===== config.mk =====
export PLATFORM = sky130hd
export DESIGN_NAME = vga_region_scheduler_flat
export DESIGN_NICKNAME = d
export VERILOG_FILES = /design/src/rtl/vga_region_scheduler_if.sv /design/src/rtl/vga_region_scheduler.sv /design/src/flat_wrapper.sv
export SDC_FILE = /design/constraint.sdc
export NUM_CORES = 1
export LEC_CHECK = 0
export ABC_AREA = 1
export BUFFER_PORTS_ARGS = -buffer_cell sky130_fd_sc_hd__buf_2
export CAP_MARGIN = 0
export CORE_MARGIN = 2
export CORE_UTILIZATION = 45
export CTS_CLUSTER_DIAMETER = 200
export CTS_CLUSTER_SIZE = 20
export DETAILED_ROUTE_END_ITERATION = 10
export GPL_TIMING_DRIVEN = 0
export PLACE_DENSITY = 0.66
export SLEW_MARGIN = 20
export SYNTH_ARGS = -nofsm -noshare
export SYNTH_HDL_FRONTEND = slang
export SYNTH_SLANG_ARGS = --single-unit

===== constraint.sdc =====
create_clock -name clock_25 -period 1.4 [get_ports clock_25]
set_input_delay 0 -clock clock_25 [delete_from_list [all_inputs] [get_ports clock_25]]
set_output_delay 0 -clock clock_25 [all_outputs]
set_load 0.01 [all_outputs]

===== src/rtl/vga_region_scheduler_if.sv =====
// Bundle between the VGA region scheduler and the game/display side.
//   run               : counting enable from the system (low = hold counters, blank enables)
//   cell_x / cell_y   : game cell requested from the game block (one cycle after the count)
//   hsync / vsync     : active-low sync, two cycles after the count
//   display_area      : pixel inside the visible area
//   game_enable       : pixel inside the game field
//   score_time_enable : pixel inside the score/time bar
//   frame_tick        : one-cycle pulse at the start of vertical blanking
// The scheduler uses the master modport; the consumer uses slave.
interface vga_region_scheduler_if;
    logic       run;
    logic [5:0] cell_x;
    logic [4:0] cell_y;
    logic       hsync;
    logic       vsync;
    logic       display_area;
    logic       game_enable;
    logic       score_time_enable;
    logic       frame_tick;

    modport master (
        input  run,
        output cell_x,
        output cell_y,
        output hsync,
        output vsync,
        output display_area,
        output game_enable,
        output score_time_enable,
        output frame_tick
    );

    modport slave (
        output run,
        input  cell_x,
        input  cell_y,
        input  hsync,
        input  vsync,
        input  display_area,
        input  game_enable,
        input  score_time_enable,
        input  frame_tick
    );
endinterface


===== src/rtl/vga_region_scheduler.sv =====
// VGA raster scheduler: horizontal/vertical pixel counters plus a two-stage
// pipeline. Stage 1 turns the current count into a game cell request
// (cell_x/cell_y); stage 2 presents the sync and region enables so they line up
// with the colour the game block returns one cycle after the cell request.
//
// Ports:
//   clock_25 : pixel clock
//   reset    : synchronous, active-high
//   vga      : vga_region_scheduler_if.master (run in; cell, sync, enables, frame_tick out)
module vga_region_scheduler #(
    parameter int unsigned H_ACTIVE   = 640,
    parameter int unsigned H_FP       = 16,
    parameter int unsigned H_SYNC     = 96,
    parameter int unsigned H_BP       = 48,
    parameter int unsigned V_ACTIVE   = 480,
    parameter int unsigned V_FP       = 10,
    parameter int unsigned V_SYNC     = 2,
    parameter int unsigned V_BP       = 33,
    parameter int unsigned SCORE_H    = 32,
    parameter int unsigned CELL_SHIFT = 4
) (
    input  logic                          clock_25,
    input  logic                          reset,
    vga_region_scheduler_if.master        vga
);

    localparam int unsigned H_TOTAL = H_ACTIVE + H_FP + H_SYNC + H_BP;
    localparam int unsigned V_TOTAL = V_ACTIVE + V_FP + V_SYNC + V_BP;

    // One spare code so the sync end bound still fits when the back porch is zero.
    localparam int unsigned HCW = $clog2(H_TOTAL + 1);
    localparam int unsigned VCW = $clog2(V_TOTAL + 1);

    localparam logic [HCW-1:0] HMax       = HCW'(H_TOTAL - 1);
    localparam logic [HCW-1:0] HActive    = HCW'(H_ACTIVE);
    localparam logic [HCW-1:0] HSyncStart = HCW'(H_ACTIVE + H_FP);
    localparam logic [HCW-1:0] HSyncEnd   = HCW'(H_ACTIVE + H_FP + H_SYNC);
    localparam logic [HCW-1:0] HOne       = HCW'(1);

    localparam logic [VCW-1:0] VMax       = VCW'(V_TOTAL - 1);
    localparam logic [VCW-1:0] VActive    = VCW'(V_ACTIVE);
    localparam logic [VCW-1:0] VSyncStart = VCW'(V_ACTIVE + V_FP);
    localparam logic [VCW-1:0] VSyncEnd   = VCW'(V_ACTIVE + V_FP + V_SYNC);
    localparam logic [VCW-1:0] VOne       = VCW'(1);
    localparam logic [VCW-1:0] ScoreH     = VCW'(SCORE_H);

    typedef struct packed {
        logic display;
        logic game;
        logic score;
        logic hsync;
        logic vsync;
        logic tick;
    } flags_t;

    localparam flags_t FlagsRst = '{
        display: 1'b0,
        game:    1'b0,
        score:   1'b0,
        hsync:   1'b1,
        vsync:   1'b1,
        tick:    1'b0
    };

    logic [HCW-1:0] h_q, h_d;
    logic [VCW-1:0] v_q, v_d;
    logic [5:0]     cell_x_q, cell_x_d;
    logic [4:0]     cell_y_q, cell_y_d;
    flags_t         s1_q, s1_d;
    flags_t         s2_q, s2_d;

    logic           in_display;
    logic           in_game;
    logic           in_score;
    logic [VCW-1:0] v_game;

    // Raster counters: advance only while run is high; v steps on the h wrap.
    always_comb begin
        h_d = h_q;
        v_d = v_q;
        if (vga.run) begin
            if (h_q == HMax) begin
                h_d = '0;
                if (v_q == VMax) begin
                    v_d = '0;
                end else begin
                    v_d = v_q + VOne;
                end
            end else begin
                h_d = h_q + HOne;
            end
        end
    end

    // Stage 1: region decode of the current count.
    always_comb begin
        in_display = (h_q < HActive) && (v_q < VActive);
        in_game    = in_display && (v_q >= ScoreH);
        in_score   = in_display && (v_q < ScoreH);
        // Only consumed inside the game field, where v_q >= ScoreH, so no wrap.
        v_game     = v_q - ScoreH;

        cell_x_d = '0;
        cell_y_d = '0;
        if (in_game) begin
            cell_x_d = 6'(h_q >> CELL_SHIFT);
            cell_y_d = 5'(v_game >> CELL_SHIFT);
        end

        s1_d         = FlagsRst;
        // Enables and tick are qualified by run; sync follows the held count.
        s1_d.display = vga.run & in_display;
        s1_d.game    = vga.run & in_game;
        s1_d.score   = vga.run & in_score;
        s1_d.hsync   = ~((h_q >= HSyncStart) && (h_q < HSyncEnd));
        s1_d.vsync   = ~((v_q >= VSyncStart) && (v_q < VSyncEnd));
        s1_d.tick    = vga.run & (h_q == '0) & (v_q == VActive);

        // Stage 2: one more cycle to meet the colour returned by the game block.
        s2_d = s1_q;
    end

    always_ff @(posedge clock_25) begin
        if (reset) begin
            h_q      <= '0;
            v_q      <= '0;
            cell_x_q <= '0;
            cell_y_q <= '0;
            s1_q     <= FlagsRst;
            s2_q     <= FlagsRst;
        end else begin
            h_q      <= h_d;
            v_q      <= v_d;
            cell_x_q <= cell_x_d;
            cell_y_q <= cell_y_d;
            s1_q     <= s1_d;
            s2_q     <= s2_d;
        end
    end

    assign vga.cell_x            = cell_x_q;
    assign vga.cell_y            = cell_y_q;
    assign vga.hsync             = s2_q.hsync;
    assign vga.vsync             = s2_q.vsync;
    assign vga.display_area      = s2_q.display;
    assign vga.game_enable       = s2_q.game;
    assign vga.score_time_enable = s2_q.score;
    assign vga.frame_tick        = s2_q.tick;

endmodule


===== src/flat_wrapper.sv =====
// flat-port wrapper written by rule: the top's interface ports become plain ports
module vga_region_scheduler_flat 
#(
    parameter int unsigned H_ACTIVE   = 640,
    parameter int unsigned H_FP       = 16,
    parameter int unsigned H_SYNC     = 96,
    parameter int unsigned H_BP       = 48,
    parameter int unsigned V_ACTIVE   = 480,
    parameter int unsigned V_FP       = 10,
    parameter int unsigned V_SYNC     = 2,
    parameter int unsigned V_BP       = 33,
    parameter int unsigned SCORE_H    = 32,
    parameter int unsigned CELL_SHIFT = 4
)
  (clock_25, reset, vga_run, vga_cell_x, vga_cell_y, vga_hsync, vga_vsync, vga_display_area, vga_game_enable, vga_score_time_enable, vga_frame_tick);
  vga_region_scheduler_if vga_i ();
  input  logic clock_25;
  input  logic reset;
  input wire logic [$bits(vga_i.run)-1:0] vga_run;
  output wire logic [$bits(vga_i.cell_x)-1:0] vga_cell_x;
  output wire logic [$bits(vga_i.cell_y)-1:0] vga_cell_y;
  output wire logic [$bits(vga_i.hsync)-1:0] vga_hsync;
  output wire logic [$bits(vga_i.vsync)-1:0] vga_vsync;
  output wire logic [$bits(vga_i.display_area)-1:0] vga_display_area;
  output wire logic [$bits(vga_i.game_enable)-1:0] vga_game_enable;
  output wire logic [$bits(vga_i.score_time_enable)-1:0] vga_score_time_enable;
  output wire logic [$bits(vga_i.frame_tick)-1:0] vga_frame_tick;
  assign vga_i.run = vga_run;
  assign vga_cell_x = vga_i.cell_x;
  assign vga_cell_y = vga_i.cell_y;
  assign vga_hsync = vga_i.hsync;
  assign vga_vsync = vga_i.vsync;
  assign vga_display_area = vga_i.display_area;
  assign vga_game_enable = vga_i.game_enable;
  assign vga_score_time_enable = vga_i.score_time_enable;
  assign vga_frame_tick = vga_i.frame_tick;
  vga_region_scheduler #(.H_ACTIVE(H_ACTIVE), .H_FP(H_FP), .H_SYNC(H_SYNC), .H_BP(H_BP), .V_ACTIVE(V_ACTIVE), .V_FP(V_FP), .V_SYNC(V_SYNC), .V_BP(V_BP), .SCORE_H(SCORE_H), .CELL_SHIFT(CELL_SHIFT)) u_core (.clock_25(clock_25), .reset(reset), .vga(vga_i));
endmodule

## Word level (Yosys, flattened, before mapping)

Cells that the tools add are included.

| cells by class | value |
|---|---|
| magnitude comparators | 8 |
| $add $sub $neg | 3 |
| equal/unequal tests | 3 |
| reductions and logical operators | 8 |
| muxes and demuxes | 2 |
| bitwise operators | 8 |

Operators by type and width:

| operator | number |
|---|---|
| $add A10 B1 Y10 const B | 2 |
| $eq A10 B10 Y1 const B | 2 |
| $lt A10 B10 Y1 const B | 2 |
| $lt A10 B9 Y1 const B | 2 |
| $mux W10 | 2 |
| $eq A10 B9 Y1 const B | 1 |
| $ge A10 B10 Y1 const B | 1 |
| $ge A10 B6 Y1 const B | 1 |
| $ge A10 B9 Y1 const B | 1 |
| $logic_not A10 Y1 | 1 |
| $lt A10 B6 Y1 const B | 1 |
| $sub A9 B6 Y9 const B | 1 |
| $and A1 B1 Y1 | 5 |
| $logic_and A1 B1 Y1 | 5 |
| $not A1 Y1 | 3 |
| $reduce_and A2 Y1 | 1 |
| $reduce_or A2 Y1 | 1 |

| word-level totals | value |
|---|---|
| bits of input ports | 3 |
| word-level logic and storage cells | 48 |
| register bits | 43 |
| output and inout port bits | 17 |

## Depth between registers and ports, before layout

| depth | value |
|---|---|
| depth in word-level cells | 5 |
| mapped depth | 10 |
| mapped depth without buffers | 9 |

## Worst setup path after synthesis

No wires, ideal clock.

| path | value |
|---|---|
| path kind | reg2reg |
| start | register u_core.h_q[0] |
| end | register u_core.v_q[8] |
| arrival time | 1253 ps |
| slack | 19 ps |
| clock period less this slack | 1381 ps |
| data required time | 1272 ps |
| library setup time | 128 ps |
| stages on the path, launching flop included | 10 |
| path buffers | 1 |
| cells stage by stage | dfxtp_1 ha_1 inv_1 nor2_1 nand2_2 nor2_8 buf_8 nand3_1 nand2_1 nor2_1 |

| between the ends | value |
|---|---|
| cells in the longest elaborated chain, start to end | 2 |

Ends and longest elaborated chain:

| what | line | text |
|---|---|---|
| start, declared | vga_region_scheduler.sv:65 | `logic [HCW-1:0] h_q, h_d;` |
| start signal, assigned | vga_region_scheduler.sv:125 | `h_q <= '0;` |
| start signal, assigned | vga_region_scheduler.sv:132 | `h_q <= h_d;` |
| $eq A10 B10 Y1 | vga_region_scheduler.sv:82 | `if (h_q == HMax) begin` |
| $reduce_and A2 Y1 (no source line) | -- |  |
| end signal, assigned | vga_region_scheduler.sv:133 | `v_q <= v_d;` |
| end, declared | vga_region_scheduler.sv:66 | `logic [VCW-1:0] v_q, v_d;` |

Every way passes these cells.
A chain may end at the register's enable or synchronous reset.

## Worst setup path after layout

| path | value |
|---|---|
| start | register u_core.h_q[1] |
| end | register u_core.v_q[8] |

The elaborated chain is that of the path after synthesis.

==> metrics.txt <==
Initial DRT Pass Iterations 4; nets@finish 321; largest net degree at the start of global routing 14; Worst-path clk slew 0.09 ns; Ys Warns 0; CTS HTree Levels 2; Logic pwr share 3.9%; post-synthesis compound-gate area fraction 2.58%; Die ar. 5090 µm²; Final Critical Period 1.39 ns; PwrDens 805 nW/µm²; Via-to-Cell Ratio 4.90; cell count after synthesis 273; post-synthesis sequential area ratio 42.2%; CTS buffer count 5; asr flop ratio synth 0%; Buffers on Ports 18; Primary FF master, synth dfxtp_1; Max Cap Viol 0; DRC viols 0; Rows 24; Worst Path Required 1.56 ns; most common cell after layout, fill and taps aside nand2_1; gpl congestion 0.880; Worst R2R Setup Slack 0.01 ns; share of cells above drive strength 1 35.3%; commonest non-fill, non-tap cells in the layout nand2_1 (53), nor2_1 (36), dfxtp_1 (33); area grow syn2layout 27.6%; Top Family by Delay on Critical Path simple AND/OR/NAND/NOR gates; worst path bufs/invs 2; FF-to-FF path depth 9; outcome complete, no violations; clock sinks 43; Core ar. 4350 µm²; Synth Area in Adders 4.29%; hold wc startpoint reset; post-synth top area cell dfxtp_1; ant diodes 0; EDFF count, synth 0; first-pass GRT wire length 7150 µm; critical path fanouts, max 5; routed length per instance 12.4 µm; Yosys reg bits 43; clk root buf clkbuf_8; max incr delay on CP 0.37 ns; I/O pin count 20; Syn Area/Cell 7.47 µm²; Antenna Nets Post-Route 0; Crit. End Element flop; leakage power 1.19 nW; initial drt markers 116; Fill cells 385; cell area after synthesis 2040 µm²; Sequential Power Share 59.1%; clock latency on the worst-skew pair 0.30 ns; Worst Path Arrival 1.55 ns; total chip power 2.10 mW; post-synthesis mux area share 0%; Die Width 71.3 µm; GRT Overall Usage 18.0%; syn nets 283; Worst VDD drop 0.000452 V; RSZ-0062 raised after global routing yes; final hold vios 0; via count 1785; post-synthesis simple-gate area fraction 36.8%; top-area cell type share of the netlist area 42.2%; maximum root-to-sink buffer count 2; Clock power frac 37.0%; largest family of logic cells by synthesized area simple AND/OR/NAND/NOR gates; grt ovf 0; Initial Utilization 46.8%; Final Max Slew Viols 0; Startpoint Class flop; Sw Ratio 23.3%; FF-to-FF Start u_core.h_q[1]; Slowest-stage cell, CP dfxtp_4; Switch Pwr 488 µW; initial antenna violation count 0; Hold Crit Depth 2; crit path kind flop to flop; Final Core Density 59.8%; Yosys cell types 32; final setup vio count 0; post-DP HPWL 2900 µm; Tcrit/Tclk final 99.1%; Hold Crit Class input port to flop; total routed wirelength 4520 µm; Max-slew headroom 61.9%; Synth Area in XOR/XNOR 3.44%; vias in the first global route 1583; crit-path cells ha_4 -> inv_2 -> nor2_4 -> nand2_4 -> nor2_8 -> buf_8 -> nand3_1 -> nand2_1 -> nor2_1; Max Clk Rate 720 MHz; Slew @ Worst Pin 0.572 ns; hold path endpoint u_core.v_q[5]; CTS tree built; top cells by area, synth dfxtp_1 (42%), nand2_1 (11%), nor2_1 (7.9%), inv_1 (6.1%), nand3_1 (4.9%); Worst R2R End u_core.v_q[8]; skew final 0.00863 ns; Die Ht 71.3 µm; internal power 1.61 mW
[power groups by stage]
stage,Sequential [mW],Combinational [mW],Clock (mW)
after floorplan,1.27,0.0452,0
after global placement,1.27,0.0673,0
after detailed placement,1.27,0.0677,0
after CTS,1.24,0.0765,0.795
after global routing,1.24,0.0945,0.835
final,1.24,0.0824,0.774
[Yosys cell counts, types with 2 or more instances]
cell,n
inv_1,33
a21oi_1,6
nand2_2,4
buf_6,4
o21ai_1,2
xor2_1,7
nand4_1,5
ha_1,7
inv_2,3
nand2_1,59
nor2_2,10
dfxtp_1,43
nand3_2,2
nor3_1,6
or2_2,2
nand3_1,20
buf_2,3
nor2_1,43
[metal layers]
metal | share of wire (%) | GRT usage (%) | routed length (µm)
met4 | 1.9 | 7.97 | 88
met3 | 5.0 | 4.08 | 225
met1 | 46 | 24.2 | 2080
met5 | 0 | 0 | 0
met2 | 47 | 27.7 | 2120
[worst max-delay path by stage]
| stage | from | end | cells past startpoint | slack (ns) |
|---|---|---|---|---|
| after floorplan | u_core.h_q[0] | u_core.v_q[8] | 9 | 0.02 |
| after global placement | u_core.h_q[0] | u_core.v_q[0] | 8 | -0.11 |
| after detailed placement | u_core.h_q[0] | u_core.v_q[8] | 9 | -0.14 |
| after CTS | u_core.v_q[7] | u_core.vga.cell_y[1] | 9 | -0.01 |
| after global routing | u_core.h_q[1] | u_core.v_q[8] | 9 | -0.06 |
| final | u_core.h_q[1] | u_core.v_q[8] | 9 | 0.01 |
[area by class of cell]
type / count / area [µm²] / share of cell area (%)
Multi-Input combinational cell: 184 / 1100 / 42.4
Sequential cell: 43 / 881 / 33.8
Timing Repair Buffer: 33 / 260 / 10.0
Inverter: 36 / 138 / 5.29
Clock buffer: 6 / 72.6 / 2.79
Buffer: 8 / 70.1 / 2.69
Tap cell: 52 / 65.1 / 2.50
Clock inverter: 2 / 12.5 / 0.481
[what timing repair did]
action	CTS	global route
setup endpoints to repair	25	24
gates resized for setup	25	33
hold buffers	0	0
buffers inserted	12	1
pin swaps	7	13
cloned	1	1
[registers in the layout, summed over array words and instances, names as in the netlist, 5 cells and up]
signal / cells
u_core.s1_q: 6
u_core.h_q: 10
u_core.vga.cell_x: 6
u_core.v_q: 10
u_core.vga.cell_y: 5
[cells by family after synthesis]
| family | count (synthesis) |
|---|---|
| flops | 43 |
| simple gates | 159 |
| xor+xnor | 8 |
| buf+inv | 46 |
| compound gates | 10 |
| fa+ha+maj | 7 |
[stage by stage]
step           instances  setup slack (ns)  setup TNS, ns  cell area, µm²  hold slack, ns
2_1_floorplan        273            0.0194              0            2040           0.147
3_3_place_gp         343            -0.114          -1.36            2190           0.333
3_5_place_dp         343            -0.137          -1.47            2190           0.334
4_1_cts              363           -0.0127        -0.0550            2490         0.00854
5_1_grt              364           -0.0641         -0.423            2600          0.0373
6_report             364            0.0119              0            2600          0.0170
Power figures use the tool's default switching activity.
